**src/rtl/score_event_pulser.sv**
```systemverilog
// Conditions three raw score keys (sync, debounce, edge-detect) into spaced, mutually exclusive plus1/plus2/minus2 pulses.
// Pulse leaves DEBOUNCE_CYCLES+2 edges after the key is first sampled; no backpressure, a re-press on a pending slot is dropped.
module score_event_pulser #(
  parameter int DEBOUNCE_CYCLES = 4,
  parameter int GAP_CYCLES      = 2
) (
  input  logic Clock,
  input  logic Reset,
  input  logic enable,
  input  logic hitKey,
  input  logic bonusKey,
  input  logic penaltyKey,
  output logic plus1,
  output logic plus2,
  output logic minus2,
  output logic busy,
  output logic eventDropped
);

  localparam int DW = $clog2(DEBOUNCE_CYCLES + 1);
  localparam int GW = (GAP_CYCLES > 1) ? $clog2(GAP_CYCLES) : 1;
  localparam logic [DW-1:0] DEB_LAST = DW'(DEBOUNCE_CYCLES - 1);
  localparam logic [GW-1:0] GAP_LAST = GW'((GAP_CYCLES > 0) ? GAP_CYCLES - 1 : 0);

  // Key lanes: bit 0 hit, bit 1 bonus, bit 2 penalty.
  localparam int K_HIT = 0;
  localparam int K_BON = 1;
  localparam int K_PEN = 2;

  typedef enum logic [1:0] {
    IDLE = 2'd0,
    EMIT = 2'd1,
    GAP  = 2'd2
  } state_t;

  logic [2:0]          key_raw;
  logic [2:0]          sync1_q, sync2_q;
  logic [2:0]          deb_q, deb_d;
  logic [2:0][DW-1:0]  cnt_q, cnt_d;
  logic [2:0]          accept;
  logic [2:0]          pend_q, pend_d;
  logic [2:0]          clr;
  logic                drop_q, drop_d;
  state_t              state_q, state_d;
  logic [GW-1:0]       gap_q, gap_d;
  logic                p1_q, p1_d, p2_q, p2_d, m2_q, m2_d;
  logic                decide;

  assign key_raw = {penaltyKey, bonusKey, hitKey};

  always_comb begin
    deb_d = deb_q;
    cnt_d = '0;
    for (int k = 0; k < 3; k++) begin
      if (sync2_q[k] != deb_q[k]) begin
        if (cnt_q[k] == DEB_LAST) begin
          deb_d[k] = sync2_q[k];
        end else begin
          cnt_d[k] = cnt_q[k] + DW'(1);
        end
      end
    end
  end

  assign accept = deb_d & ~deb_q & {3{enable}};

  always_comb begin
    state_d = state_q;
    gap_d   = gap_q;
    clr     = '0;
    p1_d    = 1'b0;
    p2_d    = 1'b0;
    m2_d    = 1'b0;
    decide  = 1'b0;
    case (state_q)
      IDLE: decide = 1'b1;
      EMIT: begin
        if (GAP_CYCLES > 0) begin
          state_d = GAP;
          gap_d   = '0;
        end else begin
          decide = 1'b1;
        end
      end
      GAP: begin
        if (gap_q == GAP_LAST) begin
          decide = 1'b1;
        end else begin
          gap_d = gap_q + GW'(1);
        end
      end
      default: state_d = IDLE;
    endcase
    // The end of a gap re-enters the idle decision directly so backlogged pulses are exactly GAP_CYCLES apart.
    if (decide) begin
      if (pend_q[K_BON]) begin
        clr[K_BON] = 1'b1;
        p2_d       = 1'b1;
        state_d    = EMIT;
      end else if (pend_q[K_HIT]) begin
        clr[K_HIT] = 1'b1;
        p1_d       = 1'b1;
        state_d    = EMIT;
      end else if (pend_q[K_PEN]) begin
        clr[K_PEN] = 1'b1;
        m2_d       = 1'b1;
        state_d    = EMIT;
      end else begin
        state_d = IDLE;
      end
    end
  end

  // An edge landing on a set flag is lost even if the arbiter clears that flag on the same edge.
  assign pend_d = (pend_q & ~clr) | (accept & ~pend_q);
  assign drop_d = drop_q | (|(accept & pend_q));

  always_ff @(posedge Clock or negedge Reset) begin
    if (!Reset) begin
      sync1_q <= '0;
      sync2_q <= '0;
      deb_q   <= '0;
      cnt_q   <= '0;
      pend_q  <= '0;
      drop_q  <= 1'b0;
      state_q <= IDLE;
      gap_q   <= '0;
      p1_q    <= 1'b0;
      p2_q    <= 1'b0;
      m2_q    <= 1'b0;
    end else begin
      sync1_q <= key_raw;
      sync2_q <= sync1_q;
      deb_q   <= deb_d;
      cnt_q   <= cnt_d;
      pend_q  <= pend_d;
      drop_q  <= drop_d;
      state_q <= state_d;
      gap_q   <= gap_d;
      p1_q    <= p1_d;
      p2_q    <= p2_d;
      m2_q    <= m2_d;
    end
  end

  assign plus1        = p1_q;
  assign plus2        = p2_q;
  assign minus2       = m2_q;
  assign busy         = (state_q != IDLE) | (|pend_q);
  assign eventDropped = drop_q;

endmodule

```
**config.mk**
```make
export PLATFORM = sky130hd
export DESIGN_NAME = score_event_pulser
export DESIGN_NICKNAME = d
export VERILOG_FILES = /design/src/rtl/score_event_pulser.sv
export SDC_FILE = /design/constraint.sdc
export NUM_CORES = 1
export LEC_CHECK = 0
export ABC_CLOCK_PERIOD_IN_PS = 1900
export CAP_MARGIN = 20
export CORE_ASPECT_RATIO = 0.6
export CORE_MARGIN = 5
export CORE_UTILIZATION = 50
export DETAILED_ROUTE_END_ITERATION = 10
export PLACE_DENSITY = 0.81
export SETUP_SLACK_MARGIN = 0.1
export SYNTH_ARGS = -nofsm -noshare
export SYNTH_HDL_FRONTEND = slang
export SYNTH_SLANG_ARGS = --single-unit
export TNS_END_PERCENT = 20
```
**constraint.sdc**
```tcl
create_clock -name Clock -period 1.9 [get_ports Clock]
set_input_delay 0.285 -clock Clock [delete_from_list [all_inputs] [get_ports Clock]]
set_output_delay 0.285 -clock Clock [all_outputs]
set_load 0.02 [all_outputs]
```
==> impl_metrics.yaml, run 1 <==
outcome:
  status: "complete, no violations"
setup_path:
  end_kind: "output port"
  crit_type: "register to output port"
  crit_slowest_cell: "or4b_4"
  critPathRequiredTime_ns: 1.62
  cp_max_fo: 2
  cp.arrival_ns: 1.50
  slowest_delay_ns: 0.45
  crit_chain: "inv_2 -> ha_4 -> or4b_4 -> buf_6"
  start_kind: "register"
sta:
  period_needed_ns: 1.781
  timing.hold.ws_ns: 0.3577
  finalCritPeriodShare: 0.9375
  skew_ns: 0.006394
  rsz0062_at_grt: "true"
  slew_violations: 0
  tns_ns: 0
  fmax_ghz: 0.5614
  setup_slack_ns: 0.1187
  slew_headroom: 0.7757
  worst_pin_slew_ns: 0.3364
  setup_violations: 0
  hold_viol: 0
pwr:
  clkPwrFrac: 0.230
  p_leak_nw: 0.6588
  fin_total_pwr_mw: 1.531
  p_per_area_nw_per_um2: 1101
  ir_drop_v: 0.0007212
  p_seq_frac: 0.505
  combPwrFrac: 0.264
  swShare: 0.2701
  intPower_mw: 1.118
  switchingPower_mw: 0.4136
clocking:
  cts_sinks: 28
  path_clk_slew_ns: 0.09
  clockBufferDepth: 2
  worstSkewPairLatency_ns: 0.27
  cts_tree: "built"
  cts_root_buffer: "clkbuf_8"
  htree_levels: 1
  cts_buffers: 3
logic_synthesis:
  syn_area_um2: 1112
  synthFlopType: "dfrtp_1"
  synthSimpleGateAreaFrac: 0.1530
  synth_nets: 89
  async_flop_share: 1.000
  synth_compound_area_frac: 0.04162
  synthMuxAreaShare: 0.07424
  yosysWarnings: 0
  synth_area_leaders: "dfrtp_1 (63%), ha_1 (6.7%), mux2_2 (6.1%)"
  synth-edff-count: 0
  ys_ff_latch: 28
  yosysTopAreaCell: "dfrtp_1"
  synthDistinctLibCells: 24
  synth_top_family_by_area: "simple AND/OR/NAND/NOR gates"
  yosys.area.top_type_share: 0.6299
  synth-seq-area-share: 0.6299
  synthXorXnorAreaFrac: 0.02362
  syn_avg_cell_area_um2: 14.45
  syn_inst: 77
  synth_fa_ha_area_frac: 0.06749
detailed_routing:
  vias: 667
  first_pass_iters: 4
  drc: 0
  drt_iter0_markers: 44
  via_per_inst: 5.171
  wl_mm: 1.661
  wl_per_cell_um: 12.88
  ant_nets: 0
finish:
  synthToLayoutAreaGrowth_pct: 24.97
  diodes: 0
  finalNonFillerCells: 129
  nets: 112
  layout_common_cells: "dfrtp_1 (28), clkdlybuf4s50_1 (9), buf_4 (8)"
  drive_gt1_frac: 0.2727
  final_common_cell: "dfrtp_1"
floorplanning:
  num_rows: 13
  ioPinCount: 11
  die_area_um2: 3299
  start_util: 0.5181
  core_um2: 2147
  die_y_um: 46.54
  die_x_um: 70.89
place:
  gp_congestion: 0.6977
  port-buffer-count: 10
  dpl.cell_count: 123
  dp_hpwl_mm: 1.219
  dp_worst_setup_slack_ns: -0.01658
global_route:
  grt_pass1_vias: 678
  antenna_found_initial: 0
  grt-ovfl-total: 0
  grt_max_degree: 29
  grt_first_pass_wirelength_mm: 2.932
  grt_util_all_layers: 0.1233
run:
  drv_cap: 0
min_path:
  worstHoldPathType: "register to register"
==> power groups by stage <==
stage / Combinational, mW / Sequential, mW / Clock [mW]
final: 0.405 / 0.773 / 0.353
after global routing: 0.449 / 0.788 / 0.394
after CTS: 0.403 / 0.772 / 0.371
after detailed placement: 0.378 / 0.782 / 0
after global placement: 0.355 / 0.775 / 0
after floorplan: 0.249 / 0.777 / 0
==> flip-flops by register name, summed over array words and instances, names as in the netlist <==
signal / count
gap_q: 1
deb_q: 3
minus2: 1
pend_q: 3
sync1_q: 3
cnt_q: 9
state_q: 2
plus2: 1
sync2_q: 3
plus1: 1
eventDropped: 1
==> cells by family (layout without fill, tap and decap cells) <==
group,count (synthesis),count (layout)
xor+xnor,3,3
simple gates,24,24
mux,7,7
buf+inv,3,25
compound gates,6,6
flops,28,28
fa+ha+maj,6,6
==> synthesized netlist by cell type (2+ instances only) <==
| cell type | n |
|---|---|
| nor3b_1 | 6 |
| ha_1 | 6 |
| nand3_1 | 2 |
| and4b_1 | 2 |
| inv_1 | 3 |
| mux2_2 | 6 |
| nor3_1 | 4 |
| xnor2_1 | 3 |
| dfrtp_1 | 28 |
| nor2b_1 | 3 |
==> layout make-up <==
| cell class | instances | area, µm² |
|---|---|---|
| clock buffer | 4 | 55.05 |
| fill | 170 | 757.0 |
| inverter | 3 | 11.26 |
| multi-input combinational | 46 | 424.2 |
| sequential | 28 | 700.7 |
| tap | 30 | 37.54 |
| timing repair buffer | 18 | 161.4 |
==> worst paths after layout <==
path | start | endpoint | slack, ns | depth (start not counted)
max in group asynchronous | Reset | cnt_q[4] | 1.27 | 2
min in group asynchronous | Reset | state_q[1] | 0.38 | 2
setup / recovery | state_q[0] | busy | 0.12 | 4
hold / removal | sync1_q[2] | sync2_q[2] | 0.36 | 0
setup reg to reg | state_q[1] | state_q[1] | 0.22 | 6
hold reg to reg | sync1_q[2] | sync2_q[2] | 0.36 | 0
==> timing repair <==
item                                    4_1_cts  5_1_grt
endpoints found under the setup margin        1        2
hold buffers                                  0        0
gates resized for setup                      11        1
buffers inserted                              2        0
==> per-layer routing <==
| layer | track usage | share of wire | up-vias |
|---|---|---|---|
| met5 | 0 | 0 | - |
| met4 | 0.05618 | 0.0048 | 0 |
| met3 | 0.05229 | 0.059 | 2 |
| met2 | 0.2007 | 0.50 | 18 |
| met1 | 0.1456 | 0.44 | 330 |
| li1 | - | - | 317 |
==> metrics by stage <==
stage          area (µm²)  utilization
2_1_floorplan        1112            -
3_3_place_gp         1295       0.6031
3_5_place_dp         1295       0.6031
4_1_cts              1383       0.6439
5_1_grt              1390       0.6474
6_report             1390       0.6474
==> worst max-delay path, delay by kind of cell (launching register included) <==
family                   cells  cell delay [ns]
buffers and inverters        2             0.24
AND/OR/NAND/NOR              1             0.45
adder cells (fa/ha/maj)      1             0.13
flip-flops                   1             0.40
No activity file was read; power rests on OpenSTA's default activity.
==> run 2, diff against run 1 <==
SETUP_SLACK_MARGIN = unset   (was 0.1)
==> run 2 against run 1 <==
Routed wire length rose by 0.96%. Largest cell class unchanged. Highest routed layer unchanged. Combinational power fell by 5.9%. Sequential power fell by 0.5%. Largest power group unchanged. Register-to-register slack got worse by 0.09 ns. First-iteration DRC count rose by 2.3%.
==> impl_metrics.yaml, run 2 (synthesis results as in run 1) <==
detailed_routing:
  first_pass_iters: 4
  ant_nets: 0
  drc: 0
  vias: 655
  wl_mm: 1.677
  wl_per_cell_um: 13.00
  via_per_inst: 5.078
  drt_iter0_markers: 45
finish:
  final_util: 0.6358
  nets: 112
  final_common_cell: "dfrtp_1"
  layout_common_cells: "dfrtp_1 (28), clkdlybuf4s50_1 (9), buf_4 (9)"
  final_area_um2: 1365
  synthToLayoutAreaGrowth_pct: 22.72
  largest_reg_flops: 9
  drive_gt1_frac: 0.2424
  finalNonFillerCells: 129
  largest_register: "cnt_q"
  diodes: 0
place:
  dp_worst_setup_slack_ns: -0.01658
  dpl.cell_count: 123
  dp_hpwl_mm: 1.219
  dpl_cell_area_um2: 1295
  port-buffer-count: 10
  gp_congestion: 0.6977
pwr:
  fin_total_pwr_mw: 1.503
  p_leak_nw: 0.6545
  ir_drop_v: 0.0007080
  p_per_area_nw_per_um2: 1101
global_route:
  grt-ovfl-total: 0
  grt_use_met1: 0.1484
  grt_max_degree: 29
  grt_util_all_layers: 0.1238
  antenna_found_initial: 0
  grt_first_pass_wirelength_mm: 2.946
  use_met2: 0.1989
  grt_pass1_vias: 671
  grt.busiest_layer: "met2"
  use_met3: 0.05229
outcome:
  status: "complete, no violations"
clocking:
  worstSkewPairLatency_ns: 0.27
  cts_root_buffer: "clkbuf_8"
  cts_buffers: 3
  path_clk_slew_ns: 0.09
  cts_sinks: 28
  htree_levels: 1
  cts_tree: "built"
  clockBufferDepth: 2
setup_path:
  crit_type: "register to output port"
  critPathRequiredTime_ns: 1.62
  cp.arrival_ns: 1.58
  cp_num_buf_inv: 2
  end_kind: "output port"
  crit_family: "simple AND/OR/NAND/NOR gates"
  crit_chain: "inv_1 -> ha_2 -> or4b_1 -> buf_4"
  cp_max_fo: 2
  crit_slowest_cell: "or4b_1"
  start_kind: "register"
  slowest_delay_ns: 0.45
floorplanning:
  core_um2: 2147
  die_y_um: 46.54
  start_util: 0.5181
  num_rows: 13
  die_x_um: 70.89
  die_area_um2: 3299
  ioPinCount: 11
sta:
  setup_violations: 0
  skew_ns: 0.005763
  slew_violations: 0
  setup_slack_ns: 0.03274
  period_needed_ns: 1.867
  slew_headroom: 0.7611
  finalCritPeriodShare: 0.9828
  hold_viol: 0
  fmax_ghz: 0.5355
  worst_pin_slew_ns: 0.3584
min_path:
  worstHoldPathType: "register to register"
run:
  drv_cap: 0
==> run 2: cell types whose count changed in the layout (fill, tap and decap cells not counted) <==
cell,delta
a21oi_2,+1
a21oi_4,-1
buf_4,+1
buf_6,-1
ha_2,+1
ha_4,-1
inv_1,+2
inv_2,-2
or4b_1,+1
or4b_4,-1
==> run 2: worst reg2reg max path, stage by stage, from the launching register on <==
cell	delay [ns]
dfrtp_1	0.40
buf_4	0.14
buf_4	0.12
ha_1	0.23
a21oi_2	0.34
nand2_1	0.12
mux2_4	0.31
==> run 2: layout make-up <==
type	instances	area, µm²
repair buffers	18	157.7
fillers	179	782.0
multi-input cells	46	402.9
well taps	30	37.54
inverters	3	11.26
clock buffers	4	55.05
flip-flops and latches	28	700.7
==> run 2: what timing repair did <==
| item | 4_1_cts | 5_1_grt |
|---|---|---|
| buffers inserted | 0 | 2 |
| gates cloned | 0 | 0 |
| setup endpoints to repair | 1 | 1 |
| hold buffers | 0 | 0 |
| resized for setup | 4 | 2 |
==> run 2: path summary, 6_finish.rpt <==
kind,from,to,slack [ns],cells past startpoint
worst max-delay path,state_q[1],busy,0.03,4
worst min-delay path,sync1_q[1],sync2_q[1],0.36,0
worst max register to register,state_q[1],state_q[1],0.13,6
worst min register to register,sync1_q[1],sync2_q[1],0.36,0
max in group asynchronous,Reset,cnt_q[4],1.27,2
min in group asynchronous,Reset,state_q[1],0.38,2
==> run 2: report_power, final <==
group          switching [mW]  total, mW  internal (mW)
Clock                   0.168      0.353          0.185
Sequential             0.0643      0.769          0.705
Combinational           0.174      0.381          0.208
==> run 2: stage by stage <==
step / hold slack, ns / setup TNS [ns]
finish: 0.3578 / 0
global route: 0.3716 / -0.01284
CTS: 0.3630 / 0
detailed placement: 0.3418 / -0.01658
global placement: 0.3329 / 0
floorplan: -0.01059 / 0
==> run 2: layer usage <==
metal / up-vias / part of all wire
li1: 317 / -
met1: 316 / 0.45
met2: 20 / 0.48
met3: 2 / 0.061
met4: 0 / 0.0048
met5: - / 0
==> run 3, diff against run 2 <==
PLACE_DENSITY = 0.69   (was 0.81)
==> run 3 against run 2 <==
Via count down 5.8%. Clock skew is 0.0020 ns lower. Critical path depth is the same.
==> impl_metrics.yaml, run 3 (synthesis results as in run 1) <==
outcome:
  status: "complete, no violations"
floorplanning:
  die_y_um: 46.54
  num_rows: 13
  die_area_um2: 3299
  die_x_um: 70.89
  ioPinCount: 11
  start_util: 0.5181
  core_um2: 2147
setup_path:
  cp_num_buf_inv: 2
  cp.arrival_ns: 1.49
  end_kind: "output port"
  crit_family: "simple AND/OR/NAND/NOR gates"
  start_kind: "register"
  crit_type: "register to output port"
  slowest_delay_ns: 0.42
  critPathRequiredTime_ns: 1.62
  crit_slowest_cell: "or4b_1"
  cp_max_fo: 2
  crit_chain: "inv_1 -> ha_1 -> or4b_1 -> buf_2"
sta:
  slew_violations: 0
  fmax_ghz: 0.5619
  tns_ns: 0
  timing.hold.ws_ns: 0.3590
  rsz0062_at_grt: "false"
  period_needed_ns: 1.780
  setup_violations: 0
  skew_ns: 0.003798
  finalCritPeriodShare: 0.9366
  slew_headroom: 0.7799
  hold_viol: 0
  worst_pin_slew_ns: 0.3301
  setup_slack_ns: 0.1205
place:
  port-buffer-count: 10
  gp_congestion: 0.7029
  dp_hpwl_mm: 1.227
  dp_worst_setup_slack_ns: 0.01804
  dpl_cell_area_um2: 1303
  dpl.cell_count: 124
clocking:
  cts_setup_buffers: 0
  worstSkewPairLatency_ns: 0.26
  cts_sinks: 28
  htree_levels: 1
  clockBufferDepth: 2
  cts_tree: "built"
  path_clk_slew_ns: 0.08
  hold_buffers: 0
  cts_buffers: 3
  cts_root_buffer: "clkbuf_8"
pwr:
  intPower_mw: 1.084
  switchingPower_mw: 0.3862
  fin_total_pwr_mw: 1.470
  clkPwrFrac: 0.232
  swShare: 0.2626
  p_leak_nw: 0.6501
  combPwrFrac: 0.245
  ir_drop_v: 0.0005268
  p_per_area_nw_per_um2: 1087
  p_seq_frac: 0.523
detailed_routing:
  wl_per_cell_um: 12.59
  first_pass_iters: 4
  wl_mm: 1.611
  drc: 0
  vias: 617
  ant_nets: 0
  drt_iter0_markers: 30
  via_per_inst: 4.820
global_route:
  antenna_found_initial: 0
  grt-ovfl-total: 0
  grt_util_all_layers: 0.1142
  grt_pass1_vias: 673
  grt_max_degree: 29
  grt_first_pass_wirelength_mm: 2.835
finish:
  nets: 111
  fill_cells: 160
  largest_reg_flops: 9
  final_util: 0.6300
  diodes: 0
  synthToLayoutAreaGrowth_pct: 21.60
  seqCellArea_um2: 700.7
  layout_common_cells: "dfrtp_1 (28), clkdlybuf4s50_1 (9), buf_4 (7)"
  drive_gt1_frac: 0.2245
  finalNonFillerCells: 128
  largest_register: "cnt_q"
  multi_input_area_um2: 400.4
  final_common_cell: "dfrtp_1"
  final_area_um2: 1353
run:
  drv_cap: 0
min_path:
  worstHoldPathType: "register to register"
[run 3: cell types whose count changed in the layout (fill, tap and decap cells not counted)]
cell   before  now
ha_2        1    0
buf_2       0    1
ha_1        5    6
buf_4       9    7
[run 3: worst reg2reg max path, delay by kind of cell, from the launching register on]
family                     cells  cell delay, ns
buffers and inverters          1            0.14
DFF                            1            0.39
adders and majority gates      1            0.22
muxes                          1            0.31
AOI/OAI and AO/OA              1            0.31
and+or+nand+nor                1            0.12
[run 3: cell type report]
class | count | area share
timing repair buffer | 17 | 0.1092
tap | 30 | 0.02775
clock buffer | 4 | 0.04070
multi-input combinational | 46 | 0.2960
sequential | 28 | 0.5180
inverter | 3 | 0.008326
[run 3: power groups by stage]
stage	registers [mW]	clock network (mW)	logic (mW)
global placement	0.773	0	0.362
floorplan	0.777	0	0.249
finish	0.769	0.342	0.360
CTS	0.770	0.357	0.373
detailed placement	0.781	0	0.372
global route	0.778	0.381	0.417
[run 3: final timing paths]
path	to	depth (start not counted)	from	slack [ns]
worst max register to register	state_q[1]	5	state_q[1]	0.29
worst max-delay path	busy	4	state_q[1]	0.12
min in group asynchronous	sync1_q[0]	2	Reset	0.38
max in group asynchronous	cnt_q[5]	2	Reset	1.27
worst min-delay path	sync2_q[2]	0	sync1_q[2]	0.36
worst min register to register	sync2_q[2]	0	sync1_q[2]	0.36
[run 3: per-layer routing]
metal	GRT usage	share of wire	up-vias
li1	-	-	316
met1	0.1362	0.49	289
met2	0.1934	0.46	8
met3	0.04793	0.045	4
met4	0.03371	0.0068	0
met5	0	0	-
[run 3: timing repair]
action,in CTS,in global routing
gates resized for setup,3,1
endpoints found under the setup margin,1,1
pin swaps,0,0
